===== src/rtl/cla_seq_ctrl.sv =====
// Sequences one shared 8-bit CLA slice over NUM_BYTES cycles for wide add/sub.
// Two requesters share the slice via a round-robin arbiter; the carry ripples through a register.
module cla_seq_ctrl #(
  parameter int NUM_BYTES = 4,
  localparam int W = 8 * NUM_BYTES
) (
  input  logic           clk,
  input  logic           rst,
  input  logic [1:0]     req_valid,
  output logic [1:0]     req_ready,
  input  logic [2*W-1:0] req_a,
  input  logic [2*W-1:0] req_b,
  input  logic [1:0]     req_sub,
  input  logic [1:0]     req_cin,
  output logic           rsp_valid,
  input  logic           rsp_ready,
  output logic           rsp_id,
  output logic [W-1:0]   rsp_sum,
  output logic           rsp_cout,
  output logic           rsp_ovf,
  output logic [7:0]     add_a,
  output logic [7:0]     add_b,
  output logic           add_cin,
  input  logic [7:0]     add_sum,
  input  logic           add_cout
);

  localparam int IDX_W = (NUM_BYTES > 1) ? $clog2(NUM_BYTES) : 1;

  typedef enum logic [1:0] {S_IDLE, S_RUN, S_DONE} state_t;

  state_t             state_q, state_d;
  logic [W-1:0]       a_q, b_q, sum_q;
  logic               carry_q, ovf_q, id_q, last_q;
  logic [IDX_W-1:0]   idx_q;

  logic               gnt;
  logic               accept;
  logic               run;
  logic               last_byte;
  logic [W-1:0]       sel_a, sel_b;
  logic               sel_sub, sel_cin;

  // last_q holds the previous grant, so on a tie the other requester wins
  always_comb begin
    gnt = req_valid[1];
    if (req_valid == 2'b11) gnt = ~last_q;
  end

  assign sel_a   = gnt ? req_a[2*W-1:W] : req_a[W-1:0];
  assign sel_b   = gnt ? req_b[2*W-1:W] : req_b[W-1:0];
  assign sel_sub = gnt ? req_sub[1] : req_sub[0];
  assign sel_cin = gnt ? req_cin[1] : req_cin[0];

  assign accept    = (state_q == S_IDLE) && (|req_valid) && !rst;
  assign run       = (state_q == S_RUN) && !rst;
  assign last_byte = (idx_q == IDX_W'(NUM_BYTES - 1));

  always_comb begin
    state_d   = state_q;
    req_ready = 2'b00;
    case (state_q)
      S_IDLE: begin
        if (accept) begin
          req_ready = gnt ? 2'b10 : 2'b01;
          state_d   = S_RUN;
        end
      end
      S_RUN: begin
        if (last_byte) state_d = S_DONE;
      end
      S_DONE: begin
        if (rsp_ready) state_d = S_IDLE;
      end
      default: state_d = S_IDLE;
    endcase
  end

  assign add_a   = run ? a_q[8*idx_q +: 8] : 8'd0;
  assign add_b   = run ? b_q[8*idx_q +: 8] : 8'd0;
  assign add_cin = run ? carry_q : 1'b0;

  assign rsp_valid = (state_q == S_DONE) && !rst;
  assign rsp_sum   = sum_q;
  assign rsp_cout  = carry_q;
  assign rsp_ovf   = ovf_q;
  assign rsp_id    = id_q;

  // Operand latches carry no reset: they are only read in RUN after an accept
  always_ff @(posedge clk) begin
    if (accept) begin
      a_q <= sel_a;
      b_q <= sel_sub ? ~sel_b : sel_b;
    end
  end

  always_ff @(posedge clk) begin
    if (rst) begin
      state_q <= S_IDLE;
      last_q  <= 1'b1;
      idx_q   <= '0;
      carry_q <= 1'b0;
      sum_q   <= '0;
      ovf_q   <= 1'b0;
      id_q    <= 1'b0;
    end else begin
      state_q <= state_d;
      if (accept) begin
        idx_q   <= '0;
        id_q    <= gnt;
        last_q  <= gnt;
        carry_q <= sel_sub | sel_cin;
      end else if (state_q == S_RUN) begin
        sum_q[8*idx_q +: 8] <= add_sum;
        carry_q             <= add_cout;
        if (last_byte) begin
          idx_q <= '0;
          ovf_q <= (a_q[W-1] == b_q[W-1]) && (add_sum[7] != a_q[W-1]);
        end else begin
          idx_q <= idx_q + IDX_W'(1);
        end
      end
    end
  end

endmodule


===== config.mk =====
export PLATFORM = sky130hd
export DESIGN_NAME = cla_seq_ctrl
export DESIGN_NICKNAME = d
export VERILOG_FILES = /design/src/rtl/cla_seq_ctrl.sv
export SDC_FILE = /design/constraint.sdc
export NUM_CORES = 1
export LEC_CHECK = 0
export BUFFER_PORTS_ARGS = -buffer_cell sky130_fd_sc_hd__buf_4
export CAP_MARGIN = 20
export CELL_PAD_IN_SITES_DETAIL_PLACEMENT = 1
export CELL_PAD_IN_SITES_GLOBAL_PLACEMENT = 2
export CORE_MARGIN = 2
export CORE_UTILIZATION = 32
export CTS_BUF_LIST = sky130_fd_sc_hd__clkbuf_2
export DETAILED_ROUTE_END_ITERATION = 16
export PLACE_DENSITY_LB_ADDON = 0.2
export RECOVER_POWER = 50
export SYNTH_ARGS = -nofsm -noshare
export SYNTH_HDL_FRONTEND = slang
export SYNTH_SLANG_ARGS = --single-unit

===== constraint.sdc =====
create_clock -name clk -period 7 [get_ports clk]
set_input_delay 0.7 -clock clk [delete_from_list [all_inputs] [get_ports clk]]
set_output_delay 0.7 -clock clk [all_outputs]
set_load 0.01 [all_outputs]

Word-level counts from Yosys, hierarchy flattened:

Index checks and enable logic that the tools add are counted.

* add/sub/neg operators: 2
* equality and inequality tests: 9
* shift operators: 4
* muxes and demuxes: 20
* bitwise operators: 4
* reductions and logical operators: 13

Operators by type and width (number)
* 32-bit 2-to-1 mux: 3
* 32-bit by 6-bit variable part select with 8-bit output: 2
* 5-bit negator with 34-bit output: 1
* 8-bit by 34-bit variable shift with 32-bit output, first input constant: 1
* 8-bit by 34-bit variable part select with 32-bit output: 1
* 32-bit bitwise mux: 1
* 32-bit NOT: 1
* 8-bit 2-to-1 mux: 2
* 2-bit 2-to-1 mux: 7
* 2-bit equality test, second input constant: 3
* 1-bit 2-to-1 mux: 6
* 2-bit inequality test, second input constant: 3
* 2-bit case mux with 3 select lines: 1
* 3-bit AND reduction: 2
* 1-bit logical AND: 5
* 2-bit OR reduction: 2
* 2-bit by 1-bit adder with 2-bit output, second input constant: 1
* 2-bit by 1-bit equality test with 1-bit output, second input constant: 1
* 2-bit zero test: 1
* 1-bit NOT: 2
* 2-bit AND reduction: 1
* 2-bit nonzero test: 1
* 1-bit equality test: 1
* 1-bit zero test: 1
* 2 further kinds: 2

* register bits: 104
* input bits: 146
* output and inout port bits: 55
* logic and storage cells: 61

Longest topological paths before layout:

Gate-level depths: netlist of the first run.

* word-level depth: 5
* mapped depth: 8
* gate-level depth less buffers: 6

Worst setup path before layout of the first run:

OpenSTA, ideal clock, no wires.

* kind: input to output
* start: in rst
* end: out req_ready[1]
* arrival: 6012 ps
* path slack: 288 ps
* cell stages on the path: 3
* cells stage by stage: clkbuf_1 -> nor3_1 -> and2_1

* longest elaborated chain between the ends: 4

RTL lines
* from (decl): RTL line 8 `input logic rst,`
* 1-bit zero test: RTL line 55 `assign accept = (state_q == S_IDLE) && (|req_valid) && !rst;`
* 1-bit logical AND: RTL line 55
* via accept: RTL line 38 `logic accept;`
* 2-bit 2-to-1 mux: RTL line 64 `if (accept) begin`
* 2-bit 2-to-1 mux: RTL line 62 `case (state_q)`
* to (decl): RTL line 10 `output logic [1:0] req_ready,`

The timed path passes the listed nets, and every way through them passes these cells.

Worst setup path after layout of the first run:

* start: reg state_q[0]
* end: out add_b[6]

* longest elaborated chain between the ends: 3

RTL lines
* from (decl): RTL line 32 `state_t state_q, state_d;`
* from (signal assigned): RTL line 107 `state_q <= state_d;`
* 2-bit by 1-bit equality test with 1-bit output: RTL line 56 `assign run = (state_q == S_RUN) && !rst;`
* 1-bit logical AND: RTL line 56
* 8-bit 2-to-1 mux: RTL line 80 `assign add_b = run ? b_q[8*idx_q +: 8] : 8'd0;`
* to (decl): RTL line 22 `output logic [7:0] add_b,`

No other way between the ends.

==> results of run 1 <==
cell families (layout without fill, tap and decap cells):
logic type / after synthesis / count (layout) / share of synthesized area [%]
AO/OA/AOI/OAI: 50 / 50 / 7.51
AND/OR/NAND/NOR: 65 / 65 / 7.31
multiplexers: 81 / 81 / 21.1
buffers and inverters: 26 / 224 / 2.55
adder cells (fa/ha/maj): 6 / 6 / 1.50
flip-flops: 104 / 104 / 54.4
other: 0 / 1 / 0
XOR/XNOR: 32 / 32 / 5.60
synth_stat cells, types with 2 or more instances:
cell,number
o21ai_0,2
xor2_1,32
buf_4,4
inv_1,4
mux4_2,16
a22o_1,22
nand2_1,11
nor2b_1,17
buf_2,12
a21oi_1,11
nor3_1,5
ha_1,6
mux2i_1,32
a22oi_1,8
edfxtp_1,64
clkbuf_1,5
nor3b_1,2
dfxtp_1,40
mux2_2,32
nor2_1,19
cell type report:
| cell class | instances | area, µm² | share of cell area, % |
|---|---|---|---|
| antenna | 1 | 2.50 | 0.0372 |
| clock inverter | 7 | 101 | 1.51 |
| inverter | 4 | 15.0 | 0.223 |
| clock buffer | 9 | 45.0 | 0.669 |
| timing repair buffer | 204 | 1410 | 20.9 |
| sequential | 104 | 2720 | 40.4 |
| multi-input combinational | 234 | 2180 | 32.3 |
| tap | 211 | 264 | 3.92 |
where the power goes:
group	switching [mW]	internal (mW)	total, mW
Combinational	0.103	0.128	0.231
Sequential	0.0150	0.694	0.709
Clock	0.210	0.123	0.332
worst max path at each step:
stage                              end  slack (ps)                     from
after CTS                     add_b[6]        3050  state_q[0]$_SDFFE_PP0P_
after global placement        add_b[1]        3920  state_q[0]$_SDFFE_PP0P_
after global routing          add_b[0]        2810  state_q[0]$_SDFFE_PP0P_
final                         add_b[6]        3160  state_q[0]$_SDFFE_PP0P_
after detailed placement      add_b[6]        3790  state_q[0]$_SDFFE_PP0P_
after floorplan           req_ready[1]         290                      rst
state kept, by name (all words and copies together) (netlist names):
| register | cells |
|---|---|
| a_q | 32 |
| b_q | 32 |
| idx_q | 2 |
| last_q | 1 |
| rsp_cout | 1 |
| rsp_id | 1 |
| rsp_ovf | 1 |
| rsp_sum | 32 |
| state_q | 2 |
per-layer routing:
layer / track usage [%] / wire length, µm / up-vias
met5: 0 / 0 / -
met4: 3.64 / 113 / 0
met3: 4.38 / 715 / 7
met2: 28.5 / 6970 / 113
met1: 19.6 / 5500 / 1777
li1: - / - / 1751
per-stage QoR:
step	util (%)	power [mW]	hold slack [ps]	area, µm²	instances
after floorplan	-	0.848	463	5000	364
after global placement	43.9	0.954	445	6700	756
after detailed placement	43.9	0.961	471	6700	756
after CTS	44.9	1.30	231	6850	772
after global routing	44.1	1.33	212	6730	774
final	44.1	1.27	311	6730	774
==> out/metrics.cfg, run 1 <==
[worst_setup_path]
cp.arrival_ps = 3140
endpoint_kind = output pin
crit_fanout = 17
cp_top_family = simple AND/OR/NAND/NOR gates
cpMostUsedCell = nor2b_1
critical_path_class = reg -> out
path_cells = nor2b_1, nand2b_1, nor2b_1, buf_4
path_depth = 4
cp_slowest_cell = nor2b_1
ff2ff_path_depth = 6
worst_setup_path_start_kind = register
r2r_start = idx_q[0]$_SDFFE_PP0P_
rrSetupSlack_ps = 3640
worstPathRequired_ps = 6300
cpPeakStageDelay_ps = 780
cp_num_buf_inv = 1
r2r-end = rsp_sum[23]$_SDFFE_PP0P_

[sta]
max-slew-margin-rel_pct = -8.70
worst_slack_ps = 3160
rsz0062_at_grt = false
skew_ps = 29.3
finalCriticalPeriod_ps = 3840
worstMarginPinSlew_ps = 1630
setup_viol = 0
tns_ps = 0
slew_violations = 28
max_freq_mhz = 260
fin_crit_sh_pct = 54.9
hold_violations = 0

[synthesis]
synth_top_flop_cell = edfxtp_1
yosys-top-cells-area = edfxtp_1, dfxtp_1, mux2_2
avgSynthCellArea_um2 = 13.7
synth_top_area_share_pct = 38.4
syn_nets = 516
synth_edf_count = 64
yosys_warnings = 0
async_flop_share_pct = 0
ys_ff_latch = 104
synthCells = 364
synth.largest_area_cell = edfxtp_1
synthesis.area_um2 = 5000
synth_cell_types = 40
yosysSeqAreaShare_pct = 54.4

[cells_and_area]
final_cell_mix = buf_4, edfxtp_1, dfxtp_1
drive_above_1_share_pct = 43.1
nFillCells = 1645
final_net_count = 709
synthToLayoutAreaGrowth_pct = 34.7
mostFrequentLayoutCell = buf_4

[die]
die_w_um = 129
num_rows = 45
coreArea_um2 = 15300
dieArea_um2 = 16600
ios = 201
die_h_um = 129
initial_core_util_pct = 32.8

[route]
route.detailed.drc = 0
viasPerCell = 4.71
wl_per_cell_um = 17.2
first_pass_iters = 4
first_iter_violations = 222
dr_total_vias = 3648
drtAntennaViolNets = 0
wirelength_um = 13300

[min_path]
hp-class = in -> reg
whs_path_depth = 2
hold_path_startpoint = add_sum[0]
hold_end = rsp_sum[8]$_SDFFE_PP0P_

[cts]
clk_latency_ps = 610
postCtsSetupBuffers = 0
cts_buffer_depth = 2
cts.sinks = 104
ctsHoldBuffers = 0
clk_pin_slew_worst_paths_ps = 290
cts_resized = 0
cts_tree = built
htreeDepth = 3
cts_buffers = 9
cts-root-buf = clkbuf_2

[pwr]
power.density_nw_per_um2 = 189
irDropWorstVdd_mv = 0.110
leakagePower_nw = 2.65

[run]
drv_cap = 1

[place]
gp_congestion = 0.716
port_buffers = 200
hpwl_um = 9830
place_ws_ps = 3790

[status]
status = finished, violations left
violations = max-capacitance violations, max-slew violations

[global_routing]
grt_overflow = 0
grt_first_pass_wirelength_um = 20400
antenna_found_initial = 1
grt_max_degree = 71
grt_usage_pct = 16.1
grt_pass1_vias = 3822

Power figures use the tool's default switching activity.
==> run 2: changes to the inputs <==
--- a/config.mk
+++ b/config.mk
@@ -5,12 +5,13 @@
 export SDC_FILE = /design/constraint.sdc
 export NUM_CORES = 1
 export LEC_CHECK = 0
+export ABC_AREA = 1
 export BUFFER_PORTS_ARGS = -buffer_cell sky130_fd_sc_hd__buf_4
 export CAP_MARGIN = 20
 export CELL_PAD_IN_SITES_DETAIL_PLACEMENT = 1
 export CELL_PAD_IN_SITES_GLOBAL_PLACEMENT = 2
 export CORE_MARGIN = 2
-export CORE_UTILIZATION = 32
+export CORE_UTILIZATION = 25
 export CTS_BUF_LIST = sky130_fd_sc_hd__clkbuf_2
 export DETAILED_ROUTE_END_ITERATION = 16
 export PLACE_DENSITY_LB_ADDON = 0.2
==> constraint.sdc (replaced) <==
create_clock -name clk -period 3.1 [get_ports clk]
set_input_delay 0.31 -clock clk [delete_from_list [all_inputs] [get_ports clk]]
set_output_delay 0.31 -clock clk [all_outputs]
set_load 0.01 [all_outputs]
==> run 2 against run 1 <==
Effect of this change:
- the flow still finishes with violations (max-capacitance violations, max-slew violations)
- combinational power rose to 3.0 times the previous value
- power rose by 130%
- worst hold slack got worse by 220 ps
- setup slack got worse by 2500 ps
- sequential power rose by 130%
- die area rose by 37%
- largest cell class unchanged
- critical path depth rose by 2
- sequential share of layout area fell by 5.6 points
==> out/metrics.cfg, run 2 <==
[status]
status = finished, violations left  ; unchanged
violations = max-capacitance violations, max-slew violations  ; unchanged

[worst_setup_path]
cpPeakStageDelay_ps = 460  ; was 780 ps
worstPathRequired_ps = 2790  ; was 6300 ps
crit_fanout = 26  ; was 17
critical_path_class = reg -> out  ; unchanged
cp.arrival_ps = 2130  ; was 3140 ps
cp_num_buf_inv = 3  ; was 1
cp_slowest_cell = inv_2  ; was nor2b_1
endpoint_kind = output pin  ; unchanged
worst_setup_path_start_kind = register  ; unchanged
path_cells = nor2_1, nand3_1, inv_2, nand2_1, inv_1, buf_4  ; was nor2b_1, nand2b_1, nor2b_1, buf_4
cp_top_family = buffers and inverters  ; was simple AND/OR/NAND/NOR gates

[synthesis]
yosysSeqAreaShare_pct = 50.4  ; was 54.4%
yosys_warnings = 0  ; unchanged
synthesis.area_um2 = 5410  ; was 5000 µm²
synth_top_flop_cell = edfxtp_1  ; unchanged
syn_nets = 820  ; was 516
synth_edf_count = 64  ; unchanged
avgSynthCellArea_um2 = 8.09  ; was 13.7 µm²
synthCells = 668  ; was 364
yosys-top-cells-area = edfxtp_1, nand2_1, dfxtp_1  ; was edfxtp_1, dfxtp_1, mux2_2
synth_cell_types = 28  ; was 40
async_flop_share_pct = 0  ; unchanged
synth.most_common_cell = nand2_1  ; was edfxtp_1
synth_top_area_share_pct = 35.6  ; was 38.4%
synthTopCellsByCount = nand2_1, nor2_1, edfxtp_1  ; was edfxtp_1, dfxtp_1, mux2_2, mux2i_1, xor2_1
synth.largest_area_cell = edfxtp_1  ; unchanged
ys_ff_latch = 104  ; unchanged

[place]
placed_area_um2 = 7140  ; was 6700 µm²
hpwl_um = 12700  ; was 9830 µm
gp_congestion = 0.776  ; was 0.716
port_buffers = 200  ; unchanged
place_ws_ps = 1050  ; was 3790 ps

[pwr]
clkPwrFrac_pct = 21.5  ; was 26.1%
seq_power_share_pct = 54.8  ; was 55.7%
power_frac_comb_pct = 23.6  ; was 18.1%
irDropWorstVdd_mv = 0.153  ; was 0.110 mV
power.density_nw_per_um2 = 377  ; was 189 nW/µm²
p_sw_mw = 0.832  ; was 0.327 mW
p_int_mw = 2.12  ; was 0.945 mW
p_sw_share_pct = 28.2  ; was 25.7%
leakagePower_nw = 3.53  ; was 2.65 nW

[cts]
cts_buffers = 9  ; unchanged
cts.sinks = 104  ; unchanged
clk_pin_slew_worst_paths_ps = 250  ; was 290 ps
postCtsSetupBuffers = 0  ; unchanged
htreeDepth = 3  ; unchanged
cts_resized = 0  ; unchanged
cts_tree = built  ; unchanged
clk_latency_ps = 600  ; was 610 ps
cts-root-buf = clkbuf_2  ; unchanged
cts_buffer_depth = 2  ; unchanged

[route]
dr_total_vias = 5242  ; was 3648
wl_per_cell_um = 14.3  ; was 17.2 µm
drtAntennaViolNets = 0  ; unchanged
viasPerCell = 4.35  ; was 4.71
first_pass_iters = 6  ; was 4
route.detailed.drc = 0  ; unchanged
wirelength_um = 17200  ; was 13300 µm
first_iter_violations = 144  ; was 222

[global_routing]
grt_pass1_vias = 5646  ; was 3822
grt_first_pass_wirelength_um = 27300  ; was 20400 µm
antenna_found_initial = 1  ; unchanged
grt_overflow = 0  ; unchanged
grt_use_met3_pct = 3.37  ; was 4.38%
gr-usage-met1_pct = 17.4  ; was 19.6%
grt_usage_pct = 15.3  ; was 16.1%
grt_max_degree = 98  ; was 71
grtUsageMet2_pct = 28.8  ; was 28.5%
globalRoute.busiestLayer = met2  ; unchanged

[cells_and_area]
final_area_um2 = 7820  ; was 6730 µm²
nFillCells = 2572  ; was 1645
final_cell_mix = nand2_1, buf_4, dlygate4sd3_1  ; was buf_4, edfxtp_1, dfxtp_1
post-route-util_pct = 36.9  ; was 44.1%
mostFrequentLayoutCell = nand2_1  ; was buf_4
final_net_count = 1076  ; was 709
drive_above_1_share_pct = 21.3  ; was 43.1%
synthToLayoutAreaGrowth_pct = 44.6  ; was 34.7%

[run]
drv_cap = 1  ; unchanged

[sta]
setup_viol = 0  ; unchanged
rsz0062_at_grt = false  ; unchanged
fin_crit_sh_pct = 78.7
finalCriticalPeriod_ps = 2440
slew_violations = 34  ; was 28
max-slew-margin-rel_pct = -9.95  ; was -8.70%
hold_violations = 0  ; unchanged
worst_slack_ps = 661  ; was 3160 ps
whs_ps = 94.9  ; was 311 ps
worstMarginPinSlew_ps = 1650  ; was 1630 ps
skew_ps = 23.6  ; was 29.3 ps
max_freq_mhz = 410
tns_ps = 0  ; unchanged

[die]
die_w_um = 151  ; was 129 µm
coreArea_um2 = 21200  ; was 15300 µm²
num_rows = 53  ; was 45
initial_core_util_pct = 25.6  ; was 32.8%
ios = 201  ; unchanged
die_h_um = 151  ; was 129 µm
dieArea_um2 = 22800  ; was 16600 µm²

[min_path]
hp-class = in -> reg  ; unchanged

[run 2: changes by cell type in the layout (fill, tap and decap cells not counted), sizes merged, moves of 8 or more]
cell | previous run | this run
nor2 | 19 | 75
mux4 | 16 | 0
a22oi | 8 | 0
dlygate4sd3 | 0 | 73
a22o | 22 | 0
a21oi | 11 | 52
nand3 | 0 | 17
o21ai | 2 | 64
mux2i | 33 | 0
inv | 7 | 58
nand2 | 11 | 221
mux2 | 32 | 0
nor2b | 17 | 0
[run 2: timing repair]
action / 4_1_cts / 5_1_grt
hold buffers: 73 / 0
setup endpoints to repair: 0 / 0
hold endpoints to repair: 51 / 0
[run 2: power by group through the flow]
stage	registers [mW]	logic [mW]	clock network [mW]
after floorplan	1.64	0.339	0
after global placement	1.65	0.610	0
after detailed placement	1.65	0.629	0
after CTS	1.62	0.728	0.674
after global routing	1.63	0.783	0.733
final	1.62	0.698	0.636
[run 2: per-stage QoR]
stage | std cells | total power [mW]
floorplan | 668 | 1.98
global placement | 1115 | 2.26
detailed placement | 1115 | 2.28
CTS | 1204 | 3.02
global route | 1205 | 3.14
finish | 1205 | 2.95
[run 2: cell type report]
type	count	area [µm²]	area share [%]
tap	275	344	4.40
multi-input combinational	476	2280	29.2
antenna	1	2.50	0.0320
timing repair buffer	278	2150	27.5
clock buffer	10	50.0	0.640
sequential	104	2720	34.8
clock inverter	6	58.8	0.752
inverter	55	206	2.64
[run 2: worst paths after layout]
check             cells after the start  slack [ps]                      from                       end
hold reg to reg                       2         480  rsp_sum[12]$_SDFFE_PP0P_  rsp_sum[12]$_SDFFE_PP0P_
hold / removal                        5          90                  add_cout     rsp_cout$_SDFFE_PP0P_
setup reg to reg                      6         730       last_q$_SDFFE_PP1P_          a_q[6]$_DFFE_PP_
setup / recovery                      6         660   state_q[1]$_SDFFE_PP0P_              req_ready[0]
[run 2: cell families after synthesis]
group                      count (synthesis)  share of synthesized area [%]
adders and majority gates                  6                           1.39
buffers and inverters                     88                           6.97
xor gates and xnor gates                  32                           5.19
and+or+nand+nor                          320                           25.1
AOI/OAI and AO/OA                        118                           11.0
DFF                                      104                           50.4
[run 2: worst register-to-register path: stages, from the launching register on]
cell and delay, ps:
dfxtp_1 400, nand2_1 90, nand2_1 130, clkbuf_4 720
nand2_1 240, nand2_1 130, dlygate4sd3_1 580
[run 2: metal layers]
layer,wire (µm),vias to the layer above
met3,803,10
met5,0,-
met2,9230,117
met4,155,0
li1,-,2653
met1,7030,2462
==> run 3: changes to the inputs <==
--- a/config.mk
+++ b/config.mk
@@ -11,7 +11,7 @@
 export CELL_PAD_IN_SITES_DETAIL_PLACEMENT = 1
 export CELL_PAD_IN_SITES_GLOBAL_PLACEMENT = 2
 export CORE_MARGIN = 2
-export CORE_UTILIZATION = 25
+export CORE_UTILIZATION = 28
 export CTS_BUF_LIST = sky130_fd_sc_hd__clkbuf_2
 export DETAILED_ROUTE_END_ITERATION = 16
 export PLACE_DENSITY_LB_ADDON = 0.2
==> constraint.sdc (replaced) <==
create_clock -name clk -period 2.38 [get_ports clk]
set_input_delay 0.238 -clock clk [delete_from_list [all_inputs] [get_ports clk]]
set_output_delay 0.238 -clock clk [all_outputs]
set_load 0.01 [all_outputs]
==> run 3 against run 2 <==
Effect of this change:
- the run now ends clean
- count of clock-buffer cells in the layout decreased by 1
- largest cell class unchanged
- power grew 31%
- final cell count rose by 1.7%
- clock power up 25%
- largest power group unchanged
- setup slack worse by 500 ps
==> out/metrics.cfg, run 3 (synthesis gave the netlist of run 2 again) <==
[status]
status = completed  ; was finished, violations left

[route]
wirelength_um = 17800  ; was 17200 µm
dr_total_vias = 5368  ; was 5242
first_pass_iters = 4  ; was 6
viasPerCell = 4.38  ; was 4.35
wl_per_cell_um = 14.5  ; was 14.3 µm
first_iter_violations = 226  ; was 144
route.detailed.drc = 0  ; unchanged
drtAntennaViolNets = 0  ; unchanged

[global_routing]
grt_first_pass_wirelength_um = 28200  ; was 27300 µm
grt_overflow = 0  ; unchanged
grt_pass1_vias = 5758  ; was 5646
antenna_found_initial = 1  ; unchanged
grt_usage_pct = 17.7  ; was 15.3%
grt_max_degree = 73  ; was 98

[cts]
cts-root-buf = clkbuf_2  ; unchanged
cts_buffer_depth = 2  ; unchanged
cts.sinks = 104  ; unchanged
clk_pin_slew_worst_paths_ps = 310  ; was 250 ps
htreeDepth = 3  ; unchanged
clk_latency_ps = 630  ; was 600 ps
cts_tree = built  ; unchanged
cts_buffers = 9  ; unchanged

[sta]
finalCriticalPeriod_ps = 2220
hold_violations = 0  ; unchanged
slew_violations = 0  ; was 34
fin_crit_sh_pct = 93.1
whs_ps = 50.2  ; was 94.9 ps
skew_ps = 38.4  ; was 23.6 ps
max_freq_mhz = 451
setup_viol = 0  ; unchanged
max-slew-margin-rel_pct = 34.5  ; was -9.95%
tns_ps = 0  ; unchanged
rsz0062_at_grt = true  ; was false
worstMarginPinSlew_ps = 982  ; was 1650 ps

[worst_setup_path]
cp.arrival_ps = 1980  ; was 2130 ps
worst_setup_path_start_kind = register  ; unchanged
critical_path_class = reg -> out  ; unchanged
worstPathRequired_ps = 2140  ; was 2790 ps
crit_fanout = 17  ; was 26
ff2ff_path_depth = 8  ; was 6
endpoint_kind = output pin  ; unchanged

[die]
dieArea_um2 = 20400  ; was 22800 µm²
num_rows = 50  ; was 53
coreArea_um2 = 18800  ; was 21200 µm²
die_h_um = 143  ; was 151 µm
die_w_um = 143  ; was 151 µm
initial_core_util_pct = 28.7  ; was 25.6%
ios = 201  ; unchanged

[cells_and_area]
synthToLayoutAreaGrowth_pct = 50.2  ; was 44.6%
final_cell_mix = nand2_1, buf_4, dlygate4sd3_1  ; unchanged
mostFrequentLayoutCell = nand2_1  ; unchanged
final_cell_count_no_fill = 1225  ; was 1205
drive_above_1_share_pct = 21.4  ; was 21.3%
final_area_um2 = 8120  ; was 7820 µm²
final_net_count = 1110  ; was 1076

[min_path]
whs_path_depth = 3  ; was 5
hp-class = in -> reg  ; unchanged

[pwr]
power.density_nw_per_um2 = 476  ; was 377 nW/µm²
total_power_mw = 3.86  ; was 2.95 mW
leakagePower_nw = 3.64  ; was 3.53 nW
irDropWorstVdd_mv = 0.196  ; was 0.153 mV

[place]
port_buffers = 200  ; unchanged
placed_area_um2 = 7150  ; was 7140 µm²
gp_congestion = 0.832  ; was 0.776
dp.cells = 1104  ; was 1115
hpwl_um = 12700  ; about the same

[run]
drv_cap = 0  ; was 1

run 3: changes by cell type in the layout (fill, tap and decap cells not counted), sizes merged:
cell / before / now
dlygate4sd3: 73 / 100
inv: 58 / 55
clkinv: 2 / 4
diode: 1 / 2
clkinvlp: 0 / 3
bufinv: 1 / 0
buf: 169 / 174
clkbuf: 46 / 47
run 3: path summary, 6_finish.rpt:
| check | from | slack [ps] | end |
|---|---|---|---|
| worst min-delay path | req_b[54] | 50 | b_q[22]$_DFFE_PP_ |
| worst min register to register | rsp_sum[14]$_SDFFE_PP0P_ | 490 | rsp_sum[14]$_SDFFE_PP0P_ |
| worst max-delay path | state_q[0]$_SDFFE_PP0P_ | 160 | add_a[6] |
| worst max register to register | last_q$_SDFFE_PP1P_ | 170 | a_q[31]$_DFFE_PP_ |
run 3: critical path, cell delays in order (launching register included):
cell     delay [ps]
dfxtp_2         450
inv_2            80
nor2_8          200
nand2_4         190
a21oi_1         250
buf_4           160
run 3: final cells by class:
type,count,area (µm²)
diodes,2,5.00
clock buffers,9,45.0
clock inverters,7,55.1
fillers,2309,10700
inverters,55,214
multi-input cells,476,2250
flip-flops and latches,104,2730
well taps,260,325
repair buffers,312,2490
run 3: timing repair:
action	in CTS	in global routing
setup endpoints to repair	17	22
resized for setup	6	3
hold endpoints to repair	88	1
hold buffers	99	1
buffers inserted	2	1
run 3: metrics by stage:
stage / worst slack [ps] / util, %
3_3_place_gp: 447 / 38.0
5_1_grt: -8.51 / 43.1
2_1_floorplan: 293 / -
4_1_cts: 52.3 / 43.9
6_report: 164 / 43.1
3_5_place_dp: 344 / 38.0
run 3: layer usage:
metal | track usage (%) | wire (µm) | share of wire [%] | vias up
met5 | 0 | 0 | 0 | -
met4 | 6.04 | 258 | 1.4 | 0
met3 | 3.66 | 876 | 4.9 | 17
met2 | 31.5 | 9000 | 51 | 122
met1 | 21.0 | 7680 | 43 | 2509
li1 | - | - | - | 2720
run 3: where the power goes:
group	total [mW]	leakage [nW]	switching (mW)	internal [mW]
combinational	0.957	2.65	0.477	0.480
sequential	2.11	0.928	0.0394	2.07
clock	0.795	0.0642	0.644	0.150
